[src/rtl/mem_port_arbiter_pkg.sv]
// Shared definitions for the memory port arbiter.
// Contents:
//   - default address/data widths and starvation-guard limit
//   - bus owner encoding (ARB / LOCKED)
//   - streak_w(): width of the starvation streak counter, never below one bit
package mem_port_arbiter_pkg;

  localparam int ADDR_W_DEF     = 4;
  localparam int DATA_W_DEF     = 8;
  localparam int MAX_STREAK_DEF = 4;

  // Who may use the memory this cycle: normal arbitration, or debug holds it exclusively.
  typedef enum logic {
    OWN_ARB    = 1'b0,
    OWN_LOCKED = 1'b1
  } owner_e;

  // A guard limit of 0 still needs a one-bit counter so the instance stays legal.
  function automatic int streak_w(input int max_streak);
    if (max_streak > 0) begin
      return $clog2(max_streak + 1);
    end else begin
      return 1;
    end
  endfunction

endpackage

[src/rtl/mem_port_arbiter_if.sv]
// Request/grant and memory-side bus of the memory port arbiter.
// Modports:
//   master : requesters (core + debug port) and the memory macro; drives requests and mem_rdata
//   slave  : the arbiter; drives grants, stall, read-valid strobes and the muxed memory port
// Signals:
//   cpu_req/we/addr/wdata, cpu_gnt, cpu_rvalid, cpu_stall  - core port
//   dbg_req/we/lock/addr/wdata, dbg_gnt, dbg_rvalid         - debug/loader port
//   mem_en/we/addr/wdata, mem_rdata                         - memory macro port
interface mem_port_arbiter_if
  import mem_port_arbiter_pkg::*;
#(
  parameter int ADDR_W = ADDR_W_DEF,
  parameter int DATA_W = DATA_W_DEF
);

  logic              cpu_req;
  logic              cpu_we;
  logic [ADDR_W-1:0] cpu_addr;
  logic [DATA_W-1:0] cpu_wdata;
  logic              cpu_gnt;
  logic              cpu_rvalid;
  logic              cpu_stall;

  logic              dbg_req;
  logic              dbg_we;
  logic              dbg_lock;
  logic [ADDR_W-1:0] dbg_addr;
  logic [DATA_W-1:0] dbg_wdata;
  logic              dbg_gnt;
  logic              dbg_rvalid;

  logic              mem_en;
  logic              mem_we;
  logic [ADDR_W-1:0] mem_addr;
  logic [DATA_W-1:0] mem_wdata;
  logic [DATA_W-1:0] mem_rdata;

  modport master (
    output cpu_req, cpu_we, cpu_addr, cpu_wdata,
    output dbg_req, dbg_we, dbg_lock, dbg_addr, dbg_wdata,
    output mem_rdata,
    input  cpu_gnt, cpu_rvalid, cpu_stall,
    input  dbg_gnt, dbg_rvalid,
    input  mem_en, mem_we, mem_addr, mem_wdata
  );

  // mem_rdata goes straight from the macro to both requesters; the arbiter never looks at it.
  modport slave (
    input  cpu_req, cpu_we, cpu_addr, cpu_wdata,
    input  dbg_req, dbg_we, dbg_lock, dbg_addr, dbg_wdata,
    output cpu_gnt, cpu_rvalid, cpu_stall,
    output dbg_gnt, dbg_rvalid,
    output mem_en, mem_we, mem_addr, mem_wdata
  );

endinterface

[src/rtl/mem_port_arbiter_streak_ctr.sv]
// Saturating streak counter for the debug starvation guard.
// Ports:
//   clk    in  clock
//   rst    in  asynchronous active-high reset, clears the count
//   inc_i  in  count one more CPU win over a pending debug request
//   clr_i  in  restart the streak (wins over inc_i)
//   sat_o  out count has reached MAX
module mem_port_arbiter_streak_ctr #(
  parameter int MAX = 4,
  parameter int W   = 3
) (
  input  logic clk,
  input  logic rst,
  input  logic inc_i,
  input  logic clr_i,
  output logic sat_o
);

  localparam logic [W-1:0] MAX_V = W'(MAX);

  logic [W-1:0] cnt_q;
  logic [W-1:0] cnt_d;

  // Next count: clear has priority, increment stops at MAX so the counter never wraps.
  always_comb begin
    cnt_d = cnt_q;
    if (clr_i) begin
      cnt_d = {W{1'b0}};
    end else if (inc_i && (cnt_q != MAX_V)) begin
      cnt_d = cnt_q + W'(1);
    end else begin
      cnt_d = cnt_q;
    end
  end

  // Count register.
  always_ff @(posedge clk or posedge rst) begin
    if (rst) begin
      cnt_q <= {W{1'b0}};
    end else begin
      cnt_q <= cnt_d;
    end
  end

  assign sat_o = (cnt_q == MAX_V);

endmodule

[src/rtl/mem_port_arbiter.sv]
// Memory port arbiter: shares the single-port memory between the core and the debug/loader port.
// The core has fixed priority; a streak counter hands the port to a waiting debug request after
// MAX_STREAK consecutive core wins (0 disables the guard). A debug access with dbg_lock=1 makes
// debug the exclusive owner until a debug access with dbg_lock=0 is granted.
// Ports:
//   clk    in  clock, all state on the rising edge
//   reset  in  asynchronous active-high reset
//   bus    slave modport of mem_port_arbiter_if (requests, grants, rvalid, muxed memory port)
module mem_port_arbiter
  import mem_port_arbiter_pkg::*;
#(
  parameter int ADDR_W     = ADDR_W_DEF,
  parameter int DATA_W     = DATA_W_DEF,
  parameter int MAX_STREAK = MAX_STREAK_DEF
) (
  input logic               clk,
  input logic               reset,
  mem_port_arbiter_if.slave bus
);

  localparam int STREAK_W = streak_w(MAX_STREAK);
  localparam bit GUARD_EN = (MAX_STREAK > 0);

  owner_e            owner_q;
  logic              cpu_rvalid_q;
  logic              dbg_rvalid_q;
  logic              cpu_gnt;
  logic              dbg_gnt;
  logic              streak_sat;
  logic              mem_we_mux;
  logic [ADDR_W-1:0] mem_addr_mux;
  logic [DATA_W-1:0] mem_wdata_mux;

  // Grant decision. Grants are held low during reset so nothing reaches the memory.
  always_comb begin
    cpu_gnt = 1'b0;
    dbg_gnt = 1'b0;
    if (reset) begin
      cpu_gnt = 1'b0;
      dbg_gnt = 1'b0;
    end else begin
      case (owner_q)
        OWN_ARB: begin
          if (bus.cpu_req && bus.dbg_req) begin
            if (GUARD_EN && streak_sat) begin
              dbg_gnt = 1'b1;
            end else begin
              cpu_gnt = 1'b1;
            end
          end else begin
            cpu_gnt = bus.cpu_req;
            dbg_gnt = bus.dbg_req;
          end
        end
        OWN_LOCKED: begin
          cpu_gnt = 1'b0;
          dbg_gnt = bus.dbg_req;
        end
        default: begin
          cpu_gnt = 1'b0;
          dbg_gnt = 1'b0;
        end
      endcase
    end
  end

  // Memory port mux; idle cycles drive zeros rather than a stale requester's fields.
  always_comb begin
    mem_we_mux    = 1'b0;
    mem_addr_mux  = {ADDR_W{1'b0}};
    mem_wdata_mux = {DATA_W{1'b0}};
    if (cpu_gnt) begin
      mem_we_mux    = bus.cpu_we;
      mem_addr_mux  = bus.cpu_addr;
      mem_wdata_mux = bus.cpu_wdata;
    end else if (dbg_gnt) begin
      mem_we_mux    = bus.dbg_we;
      mem_addr_mux  = bus.dbg_addr;
      mem_wdata_mux = bus.dbg_wdata;
    end else begin
      mem_we_mux    = 1'b0;
      mem_addr_mux  = {ADDR_W{1'b0}};
      mem_wdata_mux = {DATA_W{1'b0}};
    end
  end

  // Owner FSM plus read-valid strobes, which mark the cycle the macro's read data is valid.
  always_ff @(posedge clk or posedge reset) begin
    if (reset) begin
      owner_q      <= OWN_ARB;
      cpu_rvalid_q <= 1'b0;
      dbg_rvalid_q <= 1'b0;
    end else begin
      cpu_rvalid_q <= cpu_gnt & ~bus.cpu_we;
      dbg_rvalid_q <= dbg_gnt & ~bus.dbg_we;
      case (owner_q)
        OWN_ARB: begin
          if (dbg_gnt && bus.dbg_lock) begin
            owner_q <= OWN_LOCKED;
          end else begin
            owner_q <= OWN_ARB;
          end
        end
        OWN_LOCKED: begin
          // Debug keeps ownership even while dbg_req is low between locked accesses.
          if (dbg_gnt && !bus.dbg_lock) begin
            owner_q <= OWN_ARB;
          end else begin
            owner_q <= OWN_LOCKED;
          end
        end
        default: begin
          owner_q <= OWN_ARB;
        end
      endcase
    end
  end

  // The streak only counts while debug is actually waiting; a debug grant or an idle debug
  // port starts it over.
  mem_port_arbiter_streak_ctr #(
    .MAX (MAX_STREAK),
    .W   (STREAK_W)
  ) u_streak (
    .clk   (clk),
    .rst   (reset),
    .inc_i (cpu_gnt & bus.dbg_req),
    .clr_i (dbg_gnt | ~bus.dbg_req),
    .sat_o (streak_sat)
  );

  assign bus.cpu_gnt    = cpu_gnt;
  assign bus.dbg_gnt    = dbg_gnt;
  assign bus.cpu_stall  = bus.cpu_req & ~cpu_gnt;
  assign bus.cpu_rvalid = cpu_rvalid_q;
  assign bus.dbg_rvalid = dbg_rvalid_q;
  assign bus.mem_en     = cpu_gnt | dbg_gnt;
  assign bus.mem_we     = mem_we_mux;
  assign bus.mem_addr   = mem_addr_mux;
  assign bus.mem_wdata  = mem_wdata_mux;

endmodule

[src/flat_wrapper.sv]
// flat-port wrapper written by rule: the top's interface ports become plain ports
module mem_port_arbiter_flat import mem_port_arbiter_pkg::*;
#(
  parameter int ADDR_W     = ADDR_W_DEF,
  parameter int DATA_W     = DATA_W_DEF,
  parameter int MAX_STREAK = MAX_STREAK_DEF
)
  (clk, reset, bus_cpu_req, bus_cpu_we, bus_cpu_addr, bus_cpu_wdata, bus_dbg_req, bus_dbg_we, bus_dbg_lock, bus_dbg_addr, bus_dbg_wdata, bus_cpu_gnt, bus_cpu_rvalid, bus_cpu_stall, bus_dbg_gnt, bus_dbg_rvalid, bus_mem_en, bus_mem_we, bus_mem_addr, bus_mem_wdata);
  mem_port_arbiter_if #(.ADDR_W(ADDR_W), .DATA_W(DATA_W)) bus_i ();
  input logic clk;
  input logic reset;
  input wire logic [$bits(bus_i.cpu_req)-1:0] bus_cpu_req;
  input wire logic [$bits(bus_i.cpu_we)-1:0] bus_cpu_we;
  input wire logic [$bits(bus_i.cpu_addr)-1:0] bus_cpu_addr;
  input wire logic [$bits(bus_i.cpu_wdata)-1:0] bus_cpu_wdata;
  input wire logic [$bits(bus_i.dbg_req)-1:0] bus_dbg_req;
  input wire logic [$bits(bus_i.dbg_we)-1:0] bus_dbg_we;
  input wire logic [$bits(bus_i.dbg_lock)-1:0] bus_dbg_lock;
  input wire logic [$bits(bus_i.dbg_addr)-1:0] bus_dbg_addr;
  input wire logic [$bits(bus_i.dbg_wdata)-1:0] bus_dbg_wdata;
  output wire logic [$bits(bus_i.cpu_gnt)-1:0] bus_cpu_gnt;
  output wire logic [$bits(bus_i.cpu_rvalid)-1:0] bus_cpu_rvalid;
  output wire logic [$bits(bus_i.cpu_stall)-1:0] bus_cpu_stall;
  output wire logic [$bits(bus_i.dbg_gnt)-1:0] bus_dbg_gnt;
  output wire logic [$bits(bus_i.dbg_rvalid)-1:0] bus_dbg_rvalid;
  output wire logic [$bits(bus_i.mem_en)-1:0] bus_mem_en;
  output wire logic [$bits(bus_i.mem_we)-1:0] bus_mem_we;
  output wire logic [$bits(bus_i.mem_addr)-1:0] bus_mem_addr;
  output wire logic [$bits(bus_i.mem_wdata)-1:0] bus_mem_wdata;
  assign bus_i.cpu_req = bus_cpu_req;
  assign bus_i.cpu_we = bus_cpu_we;
  assign bus_i.cpu_addr = bus_cpu_addr;
  assign bus_i.cpu_wdata = bus_cpu_wdata;
  assign bus_i.dbg_req = bus_dbg_req;
  assign bus_i.dbg_we = bus_dbg_we;
  assign bus_i.dbg_lock = bus_dbg_lock;
  assign bus_i.dbg_addr = bus_dbg_addr;
  assign bus_i.dbg_wdata = bus_dbg_wdata;
  assign bus_cpu_gnt = bus_i.cpu_gnt;
  assign bus_cpu_rvalid = bus_i.cpu_rvalid;
  assign bus_cpu_stall = bus_i.cpu_stall;
  assign bus_dbg_gnt = bus_i.dbg_gnt;
  assign bus_dbg_rvalid = bus_i.dbg_rvalid;
  assign bus_mem_en = bus_i.mem_en;
  assign bus_mem_we = bus_i.mem_we;
  assign bus_mem_addr = bus_i.mem_addr;
  assign bus_mem_wdata = bus_i.mem_wdata;
  mem_port_arbiter #(.ADDR_W(ADDR_W), .DATA_W(DATA_W), .MAX_STREAK(MAX_STREAK)) u_core (.clk(clk), .reset(reset), .bus(bus_i));
endmodule
[config.mk]
export PLATFORM = sky130hd
export DESIGN_NAME = mem_port_arbiter_flat
export DESIGN_NICKNAME = d
export VERILOG_FILES = /design/src/rtl/mem_port_arbiter_pkg.sv /design/src/rtl/mem_port_arbiter_if.sv /design/src/rtl/mem_port_arbiter_streak_ctr.sv /design/src/rtl/mem_port_arbiter.sv /design/src/flat_wrapper.sv
export SDC_FILE = /design/constraint.sdc
export NUM_CORES = 1
export LEC_CHECK = 0
export CAP_MARGIN = 30
export CORE_ASPECT_RATIO = 0.75
export CORE_UTILIZATION = 25
export DETAILED_ROUTE_END_ITERATION = 12
export PLACE_DENSITY = 0.71
export SYNTH_ARGS = -nofsm -noshare
export SYNTH_HDL_FRONTEND = slang
export SYNTH_SLANG_ARGS = --single-unit
export TNS_END_PERCENT = 1
[constraint.sdc]
create_clock -name clk -period 1.67 [get_ports clk]
set_clock_uncertainty 0.1 [all_clocks]
set_input_delay 0.334 -clock clk [delete_from_list [all_inputs] [get_ports clk]]
set_output_delay 0.334 -clock clk [all_outputs]
set_load 0.01 [all_outputs]
==> results of run 1 <==
[cell usage after synthesis]
| cell | n |
|---|---|
| dfrtp_1 | 6 |
| a21oi_2 | 1 |
| nor2_1 | 2 |
| buf_4 | 1 |
| a21o_1 | 1 |
| nand3_1 | 2 |
| nor2b_1 | 2 |
| a31oi_4 | 1 |
| buf_6 | 1 |
| nor3b_1 | 1 |
| ha_1 | 2 |
| inv_1 | 5 |
| nand2b_1 | 1 |
| and2b_1 | 2 |
| o31ai_1 | 1 |
| a21oi_1 | 1 |
| a22o_1 | 14 |
| a211oi_1 | 1 |
| or3_1 | 1 |
| or3b_4 | 1 |
| nand2_1 | 2 |
| a211oi_2 | 1 |
[final cells by class]
cell class                 count  share of cell area [%]
tap                           22                    2.46
inverter                       5                    1.68
multi-input combinational     37                    29.1
clock buffer                   3                    2.02
timing repair buffer          68                    51.3
sequential                     6                    13.4
[cells in the final DEF, fill, tap and decap left out, types with 2 or more instances in the layout]
| cell | Yosys | routed |
|---|---|---|
| a22o_1 | 14 | 14 |
| inv_1 | 5 | 3 |
| nand3_1 | 2 | 2 |
| inv_2 | 0 | 2 |
| nor2_1 | 2 | 2 |
| clkbuf_4 | 0 | 3 |
| dlygate4sd2_1 | 0 | 2 |
| nor2b_1 | 2 | 2 |
| buf_4 | 1 | 15 |
| buf_6 | 1 | 5 |
| buf_2 | 0 | 15 |
| dfrtp_1 | 6 | 6 |
| clkdlybuf4s50_1 | 0 | 30 |
[worst max path at each step]
| stage | endpoint | cells past startpoint |
|---|---|---|
| 6_report | bus_mem_addr[3] | 5 |
| 4_1_cts | bus_mem_addr[3] | 5 |
| 2_1_floorplan | bus_mem_addr[2] | 4 |
| 5_1_grt | bus_mem_addr[3] | 5 |
| 3_5_place_dp | bus_mem_addr[3] | 6 |
| 3_3_place_gp | bus_mem_wdata[5] | 6 |
[routing by layer]
| layer | vias up | track usage, % | part of all wire [%] |
|---|---|---|---|
| met4 | 0 | 5.92 | 0.62 |
| li1 | 327 | - | - |
| met2 | 38 | 37.3 | 51 |
| met3 | 3 | 8.71 | 12 |
| met5 | - | 0 | 0 |
| met1 | 317 | 16.9 | 36 |
[cells by family after synthesis]
logic type,Yosys count
flip-flops,6
buffers and inverters,7
AO/OA/AOI/OAI,21
adder cells (fa/ha/maj),2
AND/OR/NAND/NOR,14
[critical path, delay by kind of cell (launching register included)]
kind / cells / cell delay, ns
buffers and inverters: 2 / 0.28
and+or+nand+nor: 1 / 0.39
DFF: 1 / 0.38
AOI/OAI and AO/OA: 2 / 0.33
[power groups by stage]
| stage | registers [mW] | logic, mW | clock network, mW |
|---|---|---|---|
| final | 0.157 | 0.254 | 0.144 |
| after global placement | 0.158 | 0.270 | 0 |
| after CTS | 0.156 | 0.255 | 0.151 |
| after detailed placement | 0.158 | 0.275 | 0 |
| after global routing | 0.157 | 0.272 | 0.161 |
| after floorplan | 0.160 | 0.0951 | 0 |
[repair_timing]
| item | CTS | global route |
|---|---|---|
| setup buffers | 2 | 0 |
| endpoints found under the setup margin | 18 | 18 |
| gates resized for setup | 73 | 4 |
| pin swaps | 3 | 3 |
[stage by stage]
step | util [%] | area, um^2
2_1_floorplan | - | 515
3_3_place_gp | 64.1 | 1150
3_5_place_dp | 64.1 | 1150
4_1_cts | 62.6 | 1120
5_1_grt | 62.4 | 1120
6_report | 62.4 | 1120
==> metrics.csv, run 1 <==
metric;value;unit
status;complete, but fails checks;
violations;negative setup slack;
cts_root_buf;clkbuf_4;
pre_cts_ws;-1.04;ns
synthMuxAreaShare;0;%
antenna_cells;0;
grt_max_degree;9;
drtIter0Drc;4;
rows;13;
routedWlPerCell;12.6;um
powerDensity;496;mW/mm^2
syn-num-nets;83;
min_path_type;input port to asynchronous set/reset pin;
route.detailed.drc;0;
crit_slowest_cell;or3b_4;
cp_data_arrival_time;1.64;ns
leakagePower;0.530;nW
ir_worst_vdd;0.407;mV
path_cells;or3b_4 > a31oi_4 > buf_6 > a22o_1 > buf_2;
fmax;481;MHz
slew_violations;0;
worstSetupEndpointType;output port;
slowest_delay;0.39;ns
finalSetupViolCount;17;
syn_to_final_growth;128;%
first_pass_iters;2;
synth-simple-area-share;17.1;%
synth.area.top_cells;dfrtp_1 (31%), a22o_1 (25%), ha_1 (5.1%);
portBuffers;49;
hold_buffers;0;
drt-total-wl;1780;um
comb_power_share;45.8;%
ant_nets;0;
clkTransAtPathRegs;0.05;ns
final_hold_viol_count;0;
seqCellArea;150;um^2
sw_frac_of_total;29.0;%
ios;50;
synth_compound_gate_area_share;39.4;%
worst_ep_required_time;1.24;ns
synthXorXnorAreaFrac;0;%
tightest_slew;0.303;ns
grt_pass1_wl;2670;um
path_max_fanout;7;
r2r_cells;4;
worst_slack;-0.409;ns
r2r-end;u_core.u_streak.cnt_q[2];
grt_antenna_before_repair;0;
start_util;27.3;%
die_area;0.00214;mm^2
tns;-5.87;ns
tritoncts;done;
period_minus_slack;2.08;ns
avgSynthCellArea;9.78;um^2
multi_input_area;325;um^2
seqPwrFrac;28.2;%
synth-seq-cells;6;
fp.dieH;40.3;um
cp-start-kind;register;
power.internal;0.394;mW
yosys.area_share.adder;5.12;%
track_usage;18.6;%
critPathKind;register to output port;
synth.distinct_cells;22;
ys_seq_area_share;30.7;%
synth_top_family_by_area;compound AO/OA/AOI/OAI gates;
overflow;0;
p_sw;0.161;mW
synth_top_area_cell;dfrtp_1;
nNetsFinal;154;
worst_skew_pair.late_latency;0.25;ns
dp_hpwl;1490;um
rsz0062_at_grt;yes;
maxCapViolCount;0;
yosysWarnings;0;
htreeDepth;1;
finalNonFillerCells;141;
dp.cells;137;
via_count;685;
reg2reg_slack;0.03;ns
holdWs;0.199;ns
synth_top_area_share;30.7;%
gp_congestion;0.774;
core;0.00179;mm^2
cts_buffers;3;
slew_headroom;79.6;%
p_clk_share;26.0;%
fill_cells;188;
synthCells;50;
grt_pass1_vias;685;
finalCritPeriodShare;124;%
cts.sinks;6;
synthesis.area;489;um^2
power;0.555;mW
die_w;53.1;um
clockBufferDepth;2;
drive_above_1_share;40.3;%
via_per_inst;4.86;
Power figures use the tool's default switching activity.
==> run 2, diff against run 1 <==
--- a/config.mk
+++ b/config.mk
@@ -10,6 +10,7 @@
 export CORE_UTILIZATION = 25
 export DETAILED_ROUTE_END_ITERATION = 12
 export PLACE_DENSITY = 0.71
+export RECOVER_POWER = 25
 export SYNTH_ARGS = -nofsm -noshare
 export SYNTH_HDL_FRONTEND = slang
 export SYNTH_SLANG_ARGS = --single-unit
==> run 2 against run 1 <==
Register-to-register slack is essentially flat. Critical endpoint unchanged. Total power fell by 0.16%. Non-clock buffer count stayed put. The run still ends with negative setup slack left. Largest power group unchanged. Critical path depth unchanged. Critical path type unchanged. Sequential power barely moved. Largest cell class unchanged. Routed wire length up 0.34%.
==> metrics.csv, run 2 (synthesis results as in run 1) <==
metric;value;unit
route.detailed.drc;0;
grt_pass1_wl;2670;um
crit_end;bus_mem_addr[3];
slew_violations;0;
final_hold_viol_count;0;
start_util;27.3;%
fill_cells;187;
critPathKind;register to output port;
rows;13;
drt-total-wl;1780;um
overflow;0;
dp_hpwl;1490;um
r2r-end;u_core.u_streak.cnt_q[2];
slew_headroom;79.5;%
routedWlPerCell;12.6;um
rsz0062_at_grt;yes;
finalNonFillerCells;141;
worst_skew_pair.late_latency;0.25;ns
p_clk_share;26.1;%
track_usage;18.6;%
multi_input_area;325;um^2
final_common_cell;clkdlybuf4s50_1;
pre_cts_ws;-1.04;ns
grt_antenna_before_repair;0;
worst_slack;-0.410;ns
tritoncts;done;
drive_above_1_share;39.5;%
status;complete, but fails checks;
cts_buffers;3;
maxCapViolCount;0;
violations;negative setup slack;
leakagePower;0.526;nW
cp_data_arrival_time;1.65;ns
ir_worst_vdd;0.407;mV
r2r_cells;4;
nNetsFinal;154;
gp_congestion;0.774;
tightest_slew;0.304;ns
via_count;682;
finalCritPeriodShare;125;%
die_w;53.1;um
htreeDepth;1;
core;0.00179;mm^2
dp.cells;137;
drtIter0Drc;2;
cts_root_buf;clkbuf_4;
seqCellArea;150;um^2
cts.sinks;6;
fp.dieH;40.3;um
clkTransAtPathRegs;0.05;ns
worstSetupEndpointType;output port;
worst_ep_required_time;1.24;ns
fmax;481;MHz
finalSetupViolCount;17;
min_path_type;input port to asynchronous set/reset pin;
antenna_cells;0;
sw_frac_of_total;29.1;%
powerDensity;497;mW/mm^2
clockBufferDepth;2;
fin_area;0.00111;mm^2
grt_max_degree;9;
period_minus_slack;2.08;ns
first_pass_iters;2;
layout_common_cells;clkdlybuf4s50_1 (30), buf_2 (15), a22o_1 (14), buf_4 (14), dfrtp_1 (6);
ios;50;
path_max_fanout;7;
grt_pass1_vias;685;
reg2reg_slack;0.03;ns
seqPwrFrac;28.3;%
die_area;0.00214;mm^2
p_sw;0.161;mW
place_area;0.00115;mm^2
syn_to_final_growth;128;%
comb_power_share;45.7;%
power.internal;0.393;mW
portBuffers;49;
via_per_inst;4.84;
ant_nets;0;
cp-start-kind;register;
hold_buffers;0;
post-route-util;62.2;%
[run 2: worst max-delay path, stage by stage (launching register included)]
cell and delay, ns:
dfrtp_1 0.38, or3b_4 0.39, a31oi_4 0.20, buf_6 0.15, a22o_1 0.13, buf_2 0.13
[run 2: power groups by stage]
stage	registers (mW)	logic [mW]	clock network [mW]
2_1_floorplan	0.160	0.0951	0
3_3_place_gp	0.158	0.270	0
3_5_place_dp	0.158	0.275	0
4_1_cts	0.156	0.255	0.151
5_1_grt	0.157	0.271	0.161
6_report	0.157	0.253	0.144
[run 2: per-stage QoR]
step	setup TNS [ns]	total power [mW]	hold WS [ns]
final	-5.89	0.554	0.229
after global routing	-6.96	0.589	0.244
after CTS	-6.40	0.563	0.195
after detailed placement	-17.13	0.433	0.513
after global placement	-16.62	0.428	0.505
after floorplan	-0.716	0.255	0.0250
[run 2: worst min path at each step]
stage | cells past startpoint | slack (ns) | from | endpoint
final | 3 | 0.23 | reset | u_core.u_streak.cnt_q[1]
after CTS | 3 | 0.19 | reset | asynchronous set/reset pin
after floorplan | 1 | 0.02 | reset | asynchronous set/reset pin
after detailed placement | 2 | 0.51 | register | register
after global routing | 3 | 0.24 | reset | u_core.u_streak.cnt_q[1]
after global placement | 2 | 0.51 | register | register
[run 2: cell type report]
class | count | area share (%)
Clock buffer | 3 | 2.02
Inverter | 5 | 1.69
Multi-Input combinational cell | 37 | 29.2
Sequential cell | 6 | 13.5
Tap cell | 22 | 2.47
Timing Repair Buffer | 68 | 51.1
[run 2: timing repair]
action | CTS | global route
resized for setup | 73 | 4
setup buffers | 2 | 0
pin swaps | 3 | 3
hold endpoints to repair | 0 | 0
endpoints found under the setup margin | 18 | 18
gates cloned | 0 | 0
[run 2: routing by layer]
| layer | global-route usage, % | wire [um] | up-vias |
|---|---|---|---|
| li1 | - | - | 329 |
| met1 | 16.9 | 649 | 312 |
| met2 | 37.3 | 909 | 38 |
| met4 | 5.92 | 11 | 0 |
| met5 | 0 | 0 | - |
| met3 | 8.71 | 212 | 3 |
